### src/rtl/riscv_pkg.sv
// Shared types and constants for the instruction fetch slice.
package riscv_pkg;

  localparam int              XLEN        = 32;
  localparam logic [XLEN-1:0] RESET_PC    = 32'h0000_0000;
  localparam int              INSTR_BYTES = 4;

  typedef struct packed {
    logic [XLEN-1:0] instr;
    logic [XLEN-1:0] pc;
    logic            fault;
  } fetch_entry_t;

  typedef enum logic {
    FETCH = 1'b0,
    HALT  = 1'b1
  } fetch_state_e;

endpackage

### src/rtl/fetch_buf.sv
// Small synchronous FIFO of fetch entries; head is presented straight from storage.
module fetch_buf
  import riscv_pkg::*;
#(
  parameter  int DEPTH = 2,
  localparam int PW    = $clog2(DEPTH),
  localparam int CW    = PW + 1
) (
  input  logic          clk,
  input  logic          rst,
  input  logic          push,
  input  fetch_entry_t  push_data,
  input  logic          pop,
  input  logic          flush,
  output logic [CW-1:0] count,
  output fetch_entry_t  head
);

  fetch_entry_t  mem [DEPTH];
  logic [PW-1:0] wr_ptr;
  logic [PW-1:0] rd_ptr;
  logic          do_push;
  logic          do_pop;

  assign do_pop  = pop && (count != '0);
  // A pop in the same cycle frees the slot, so push is honoured even when full.
  assign do_push = push && ((count != CW'(DEPTH)) || do_pop);

  always_ff @(posedge clk) begin
    if (!rst || flush) begin
      wr_ptr <= '0;
      rd_ptr <= '0;
      count  <= '0;
    end else begin
      if (do_push) wr_ptr <= wr_ptr + PW'(1);
      if (do_pop)  rd_ptr <= rd_ptr + PW'(1);
      count <= count + CW'(do_push) - CW'(do_pop);
    end
  end

  // NOTE: storage is not reset; head is masked to zero while empty, so stale words never reach decode.
  always_ff @(posedge clk) begin
    if (rst && !flush && do_push) mem[wr_ptr] <= push_data;
  end

  assign head = (count != '0) ? mem[rd_ptr] : '0;

endmodule

### src/rtl/ifetch_unit.sv
// Fetch stage: PC generation, credit-based imem requests, redirect flush and
// misaligned-PC fault handling in front of the fetch_buf output FIFO.
module ifetch_unit
  import riscv_pkg::fetch_entry_t, riscv_pkg::fetch_state_e, riscv_pkg::FETCH,
         riscv_pkg::HALT, riscv_pkg::INSTR_BYTES;
#(
  parameter int              XLEN      = riscv_pkg::XLEN,
  parameter logic [XLEN-1:0] RESET_PC  = riscv_pkg::RESET_PC,
  parameter int              BUF_DEPTH = 2
) (
  input  logic            clk,
  input  logic            rst,
  output logic            imem_rd_en,
  output logic [XLEN-1:0] imem_pc,
  input  logic [XLEN-1:0] imem_instr,
  input  logic            redirect_valid,
  input  logic [XLEN-1:0] redirect_pc,
  output logic            out_valid,
  input  logic            out_ready,
  output logic [XLEN-1:0] out_instr,
  output logic [XLEN-1:0] out_pc,
  output logic            out_fault
);

  localparam int CW = $clog2(BUF_DEPTH) + 1;

  fetch_state_e    state_q;
  fetch_state_e    state_d;
  logic [XLEN-1:0] pc_reg;
  logic [XLEN-1:0] req_pc;
  logic            inflight;
  logic [CW-1:0]   count;
  logic [CW:0]     committed;
  fetch_entry_t    head;
  fetch_entry_t    push_data;
  logic            pop;
  logic            push;
  logic            issue;
  logic            resp_push;
  logic            fault_push;
  logic            credit_ok;
  logic            pc_aligned;

  assign out_valid  = (count != '0);
  assign pop        = out_valid && out_ready;
  // Slots already owed: buffered entries plus the outstanding read, less this cycle's pop.
  assign committed  = {1'b0, count} + (CW+1)'(inflight) - (CW+1)'(pop);
  assign credit_ok  = committed < (CW+1)'(BUF_DEPTH);
  assign pc_aligned = (pc_reg[1:0] == 2'b00);
  // A redirect in the response cycle drops the returning word.
  assign resp_push  = inflight && !redirect_valid;
  assign push       = resp_push || fault_push;

  // NOTE: every output of a combinational block gets a default first, so no path can infer a latch.
  always_comb begin
    issue      = 1'b0;
    fault_push = 1'b0;
    state_d    = state_q;
    if (redirect_valid) begin
      state_d = (redirect_pc[1:0] == 2'b00 || state_q == FETCH) ? FETCH : HALT;
    end else if (rst && state_q == FETCH && credit_ok) begin
      if (pc_aligned) begin
        issue = 1'b1;
      end else if (!inflight) begin
        fault_push = 1'b1;
        state_d    = HALT;
      end
    end
  end

  always_comb begin
    push_data = '{instr: imem_instr, pc: req_pc, fault: 1'b0};
    if (fault_push) push_data = '{instr: {XLEN{1'b0}}, pc: pc_reg, fault: 1'b1};
  end

  // NOTE: state registers use non-blocking assignments so every flop samples pre-edge values.
  always_ff @(posedge clk) begin
    if (!rst) begin
      state_q  <= FETCH;
      pc_reg   <= RESET_PC;
      req_pc   <= '0;
      inflight <= 1'b0;
    end else begin
      state_q  <= state_d;
      inflight <= issue;
      if (redirect_valid) begin
        pc_reg <= redirect_pc;
      end else if (issue) begin
        pc_reg <= pc_reg + XLEN'(INSTR_BYTES);
        req_pc <= pc_reg;
      end
    end
  end

  fetch_buf #(.DEPTH(BUF_DEPTH)) u_buf (
    .clk       (clk),
    .rst       (rst),
    .push      (push),
    .push_data (push_data),
    .pop       (pop),
    .flush     (redirect_valid),
    .count     (count),
    .head      (head)
  );

  assign imem_rd_en = issue;
  assign imem_pc    = pc_reg;
  assign out_instr  = head.instr;
  assign out_pc     = head.pc;
  assign out_fault  = head.fault;

endmodule

### config.mk
export PLATFORM = sky130hd
export DESIGN_NAME = ifetch_unit
export DESIGN_NICKNAME = d
export VERILOG_FILES = /design/src/rtl/riscv_pkg.sv /design/src/rtl/fetch_buf.sv /design/src/rtl/ifetch_unit.sv
export SDC_FILE = /design/constraint.sdc
export NUM_CORES = 1
export LEC_CHECK = 0
export CORE_MARGIN = 4
export CORE_UTILIZATION = 40
export DETAILED_ROUTE_END_ITERATION = 10
export PLACE_DENSITY = 0.71
export SLEW_MARGIN = 40
export SYNTH_ARGS = -nofsm -noshare
export SYNTH_HDL_FRONTEND = slang
export SYNTH_SLANG_ARGS = --single-unit
### constraint.sdc
create_clock -name clk -period 9.3 [get_ports clk]
set_input_delay 0.93 -clock clk [delete_from_list [all_inputs] [get_ports clk]]
set_output_delay 0.93 -clock clk [all_outputs]
set_load 0.05 [all_outputs]
==> out/qor.txt <==
Layout area overhead - 29.6%
Slew HR - 46.0%
Critical Path Source Type - flop
maximum number of pins on one net before global-route repair - 78
crit path capture type - output port
RSZ-0062 raised after global routing - no
Residual DRC - 0
die height - 158 um
min Tclk post-route - 5480 ps
Clock Path Buffers - 3
antenna violations before repair - 0
I/O pins - 167
status - complete, no violations
worst path cell trace - nor2_4, buf_4, inv_1, and2_1, ha_1, nand2b_1, fa_1, xnor2_1, nand4_1, inv_1, clkdlybuf4s50_1
CTS Hold Bufs - 0
Setup CP Type - flop to output port
CTS tree - built
Yosys top cell area share - 43.6%
Core Area - 21,900 sq um
Pleak - 3.77 nW
fmax - 182 MHz
WL/cell - 17.7 um
WP data arrival - 4550 ps
r2r setup slk - 4720 ps
CP max FO - 66
Required @ worst endpoint - 8370 ps
Syn Inst Count - 781
Reg-to-Reg Start - u_buf.count[1]
synth unique cells - 45
Commonest cells post-synth - edfxtp_1 (130), nor2_1 (83), nand2_1 (73), dfxtp_1 (71), mux2i_1 (68)
global route overflow - 0
number of max-cap violations - 0
Worst Path Buf+Inv - 4
Starting Density - 40.9%
via/cell ratio - 5.34
post-synthesis sequential area ratio - 59.5%
post-route setup TNS - 0 ps
Reg power frac - 48.3%
worst-margin pin slew - 798 ps
Post-synth EDFFs - 130
Final Hold Vio Count - 0
Rows - 54
number of global-route vias before repair - 6,289
Synth async-reset ratio - 0%
worst skew pair latency - 500 ps
most frequent cell after synthesis - edfxtp_1
hold depth - 2
Slew Viols, Final - 0
clock skew - 13.5 ps
chip width - 158 um
Synth area leaders - edfxtp_1 (44%), dfxtp_1 (16%), mux2i_1 (7.6%)
Max stage delay on crit path - 880 ps
Yosys Warn Count - 0
Power Internal - 1.56 mW
overall global routing resource usage - 17.1%
area leader, netlist - edfxtp_1
layout cell share with drive strength beyond 1 - 9.00%
HPWL after DPL - 13,700 um
via count - 6,536
synthesized area per cell - 11.5 sq um
crit path max-delay cell type - clkdlybuf4s50_1
fin crit share - 58.9%
Mapped Area - 8950 sq um
top flip-flop cell by instance count after synthesis - edfxtp_1
type of the tightest min-delay check - flop to flop
Post-CTS Setup Inserts - 0
clock sinks - 201
pwr dens - 178 nW/um^2
Worst R2R End - u_buf.mem[1][26]
Reg clk slew, reported paths - 60 ps
Net Switching - 0.497 mW
Net Sw Frac - 24.1%
cell mode on critical path - inv_1
CTS resizes - 0
Largest delay share family, worst path - buffers and inverters
min-delay src - req_pc[14]
Root Buffer Master - clkbuf_16
Initial DRT Pass Iterations - 5
first-pass GRT wire length - 33,900 um
Design Power - 2.06 mW
die area - 24,800 sq um
hold endpoint - req_pc[14]
Setup violations, final - 0
Starting DRT DRC Count - 406
RD Place Congestion - 0.795
ANT cells - 0
# nets final - 1,000
Synth Register Bits - 201
Worst R2R Path Depth - 12
clock power share - 40.8%
H-tree depth - 1
final wirelength - 21,700 um
syn_nets - 853
Routed Antenna Nets - 0
IO Port Bufs - 166
Logic pwr share - 11.0%
cts bufs inserted - 22
Max IR drop VDD - 0.0903 mV
-- registers in the layout (all words and copies together) (netlist names), named ones only --
name,flops
state_q,1
u_buf.mem,130
imem_pc,32
u_buf.wr_ptr,1
u_buf.count,2
u_buf.rd_ptr,1
req_pc,32
inflight,1
-- routing by layer --
metal / track usage [%] / vias to the layer above / share of wire (%)
li1: - / 3154 / -
met1: 23.7 / 3126 / 44
met2: 27.7 / 228 / 46
met3: 3.12 / 28 / 7.7
met4: 4.75 / 0 / 2.1
met5: 0 / - / 0
-- layout make-up --
cell class	instances	area, sq um
inverters	8	30.0
clock inverters	6	60.1
multi-input cells	518	3440
flip-flops and latches	201	5330
well taps	280	350
repair buffers	177	1750
clock buffers	34	647
fillers	1925	10300
-- power by group through the flow --
stage          clock, mW  combinational (mW)  sequential (mW)
2_1_floorplan          0               0.108             1.04
5_1_grt            0.905               0.242            0.997
6_report           0.841               0.226            0.995
3_5_place_dp           0               0.226             1.01
3_3_place_gp           0               0.223             1.01
4_1_cts            0.857               0.227            0.994
-- kinds of logic after synthesis --
kind of cell | Yosys count | synth area share, %
AND/OR/NAND/NOR | 292 | 16.3
flip-flops | 201 | 59.5
AO/OA/AOI/OAI | 115 | 8.58
multiplexers | 100 | 11.6
buffers and inverters | 62 | 2.70
XOR/XNOR | 7 | 0.685
adder cells (fa/ha/maj) | 4 | 0.643
-- worst register-to-register path: cells and delay by family, from the launching register on --
family,cells,cell delay (ps)
xor+xnor,1,440
fa+ha+maj,2,750
buf+inv,3,1250
flops,1,390
mux,1,460
simple gates,5,1050
-- cells in the final DEF, fill, tap and decap left out, types with 4 or more instances in the layout --
cell type and n:
nor2_1 82, and4_1 4, dfxtp_1 70, mux2i_1 68
or4_1 11, nor3_1 8, xnor2_1 4, o21ai_0 31
a21boi_0 31, edfxtp_1 130, or3_1 5, clkbuf_16 23
nor2b_1 6, and3_1 14, nand2b_1 4, and2_1 34
inv_1 8, mux2_2 32, clkbuf_1 8, nand3_1 13
a31oi_1 10, o31ai_1 9, a21oi_1 8, nand4_1 13
clkdlybuf4s50_1 165, a211oi_1 9, buf_4 8, nor4_1 9
nand2_1 73
-- through the flow --
step           hold slack (ps)  setup WS (ps)  std cells  area, sq um  utilization [%]
2_1_floorplan              440           2530        781         8960                -
3_3_place_gp               448           4330       1184        10900             49.7
3_5_place_dp               454           4270       1184        10900             49.8
4_1_cts                    463           3810       1224        11600             53.0
5_1_grt                    478           3510       1224        11600             53.0
6_report                   459           3820       1224        11600             53.0
-- worst max-delay path by stage --
stage,end,cells after the start,startpoint
floorplan,u_buf.mem[1][0],8,out_ready
global placement,imem_rd_en,9,out_ready
detailed placement,imem_rd_en,9,out_ready
CTS,imem_rd_en,11,u_buf.count[1]
global route,imem_rd_en,11,u_buf.count[1]
finish,imem_rd_en,11,u_buf.count[1]
(Power assumes the default switching activity.)
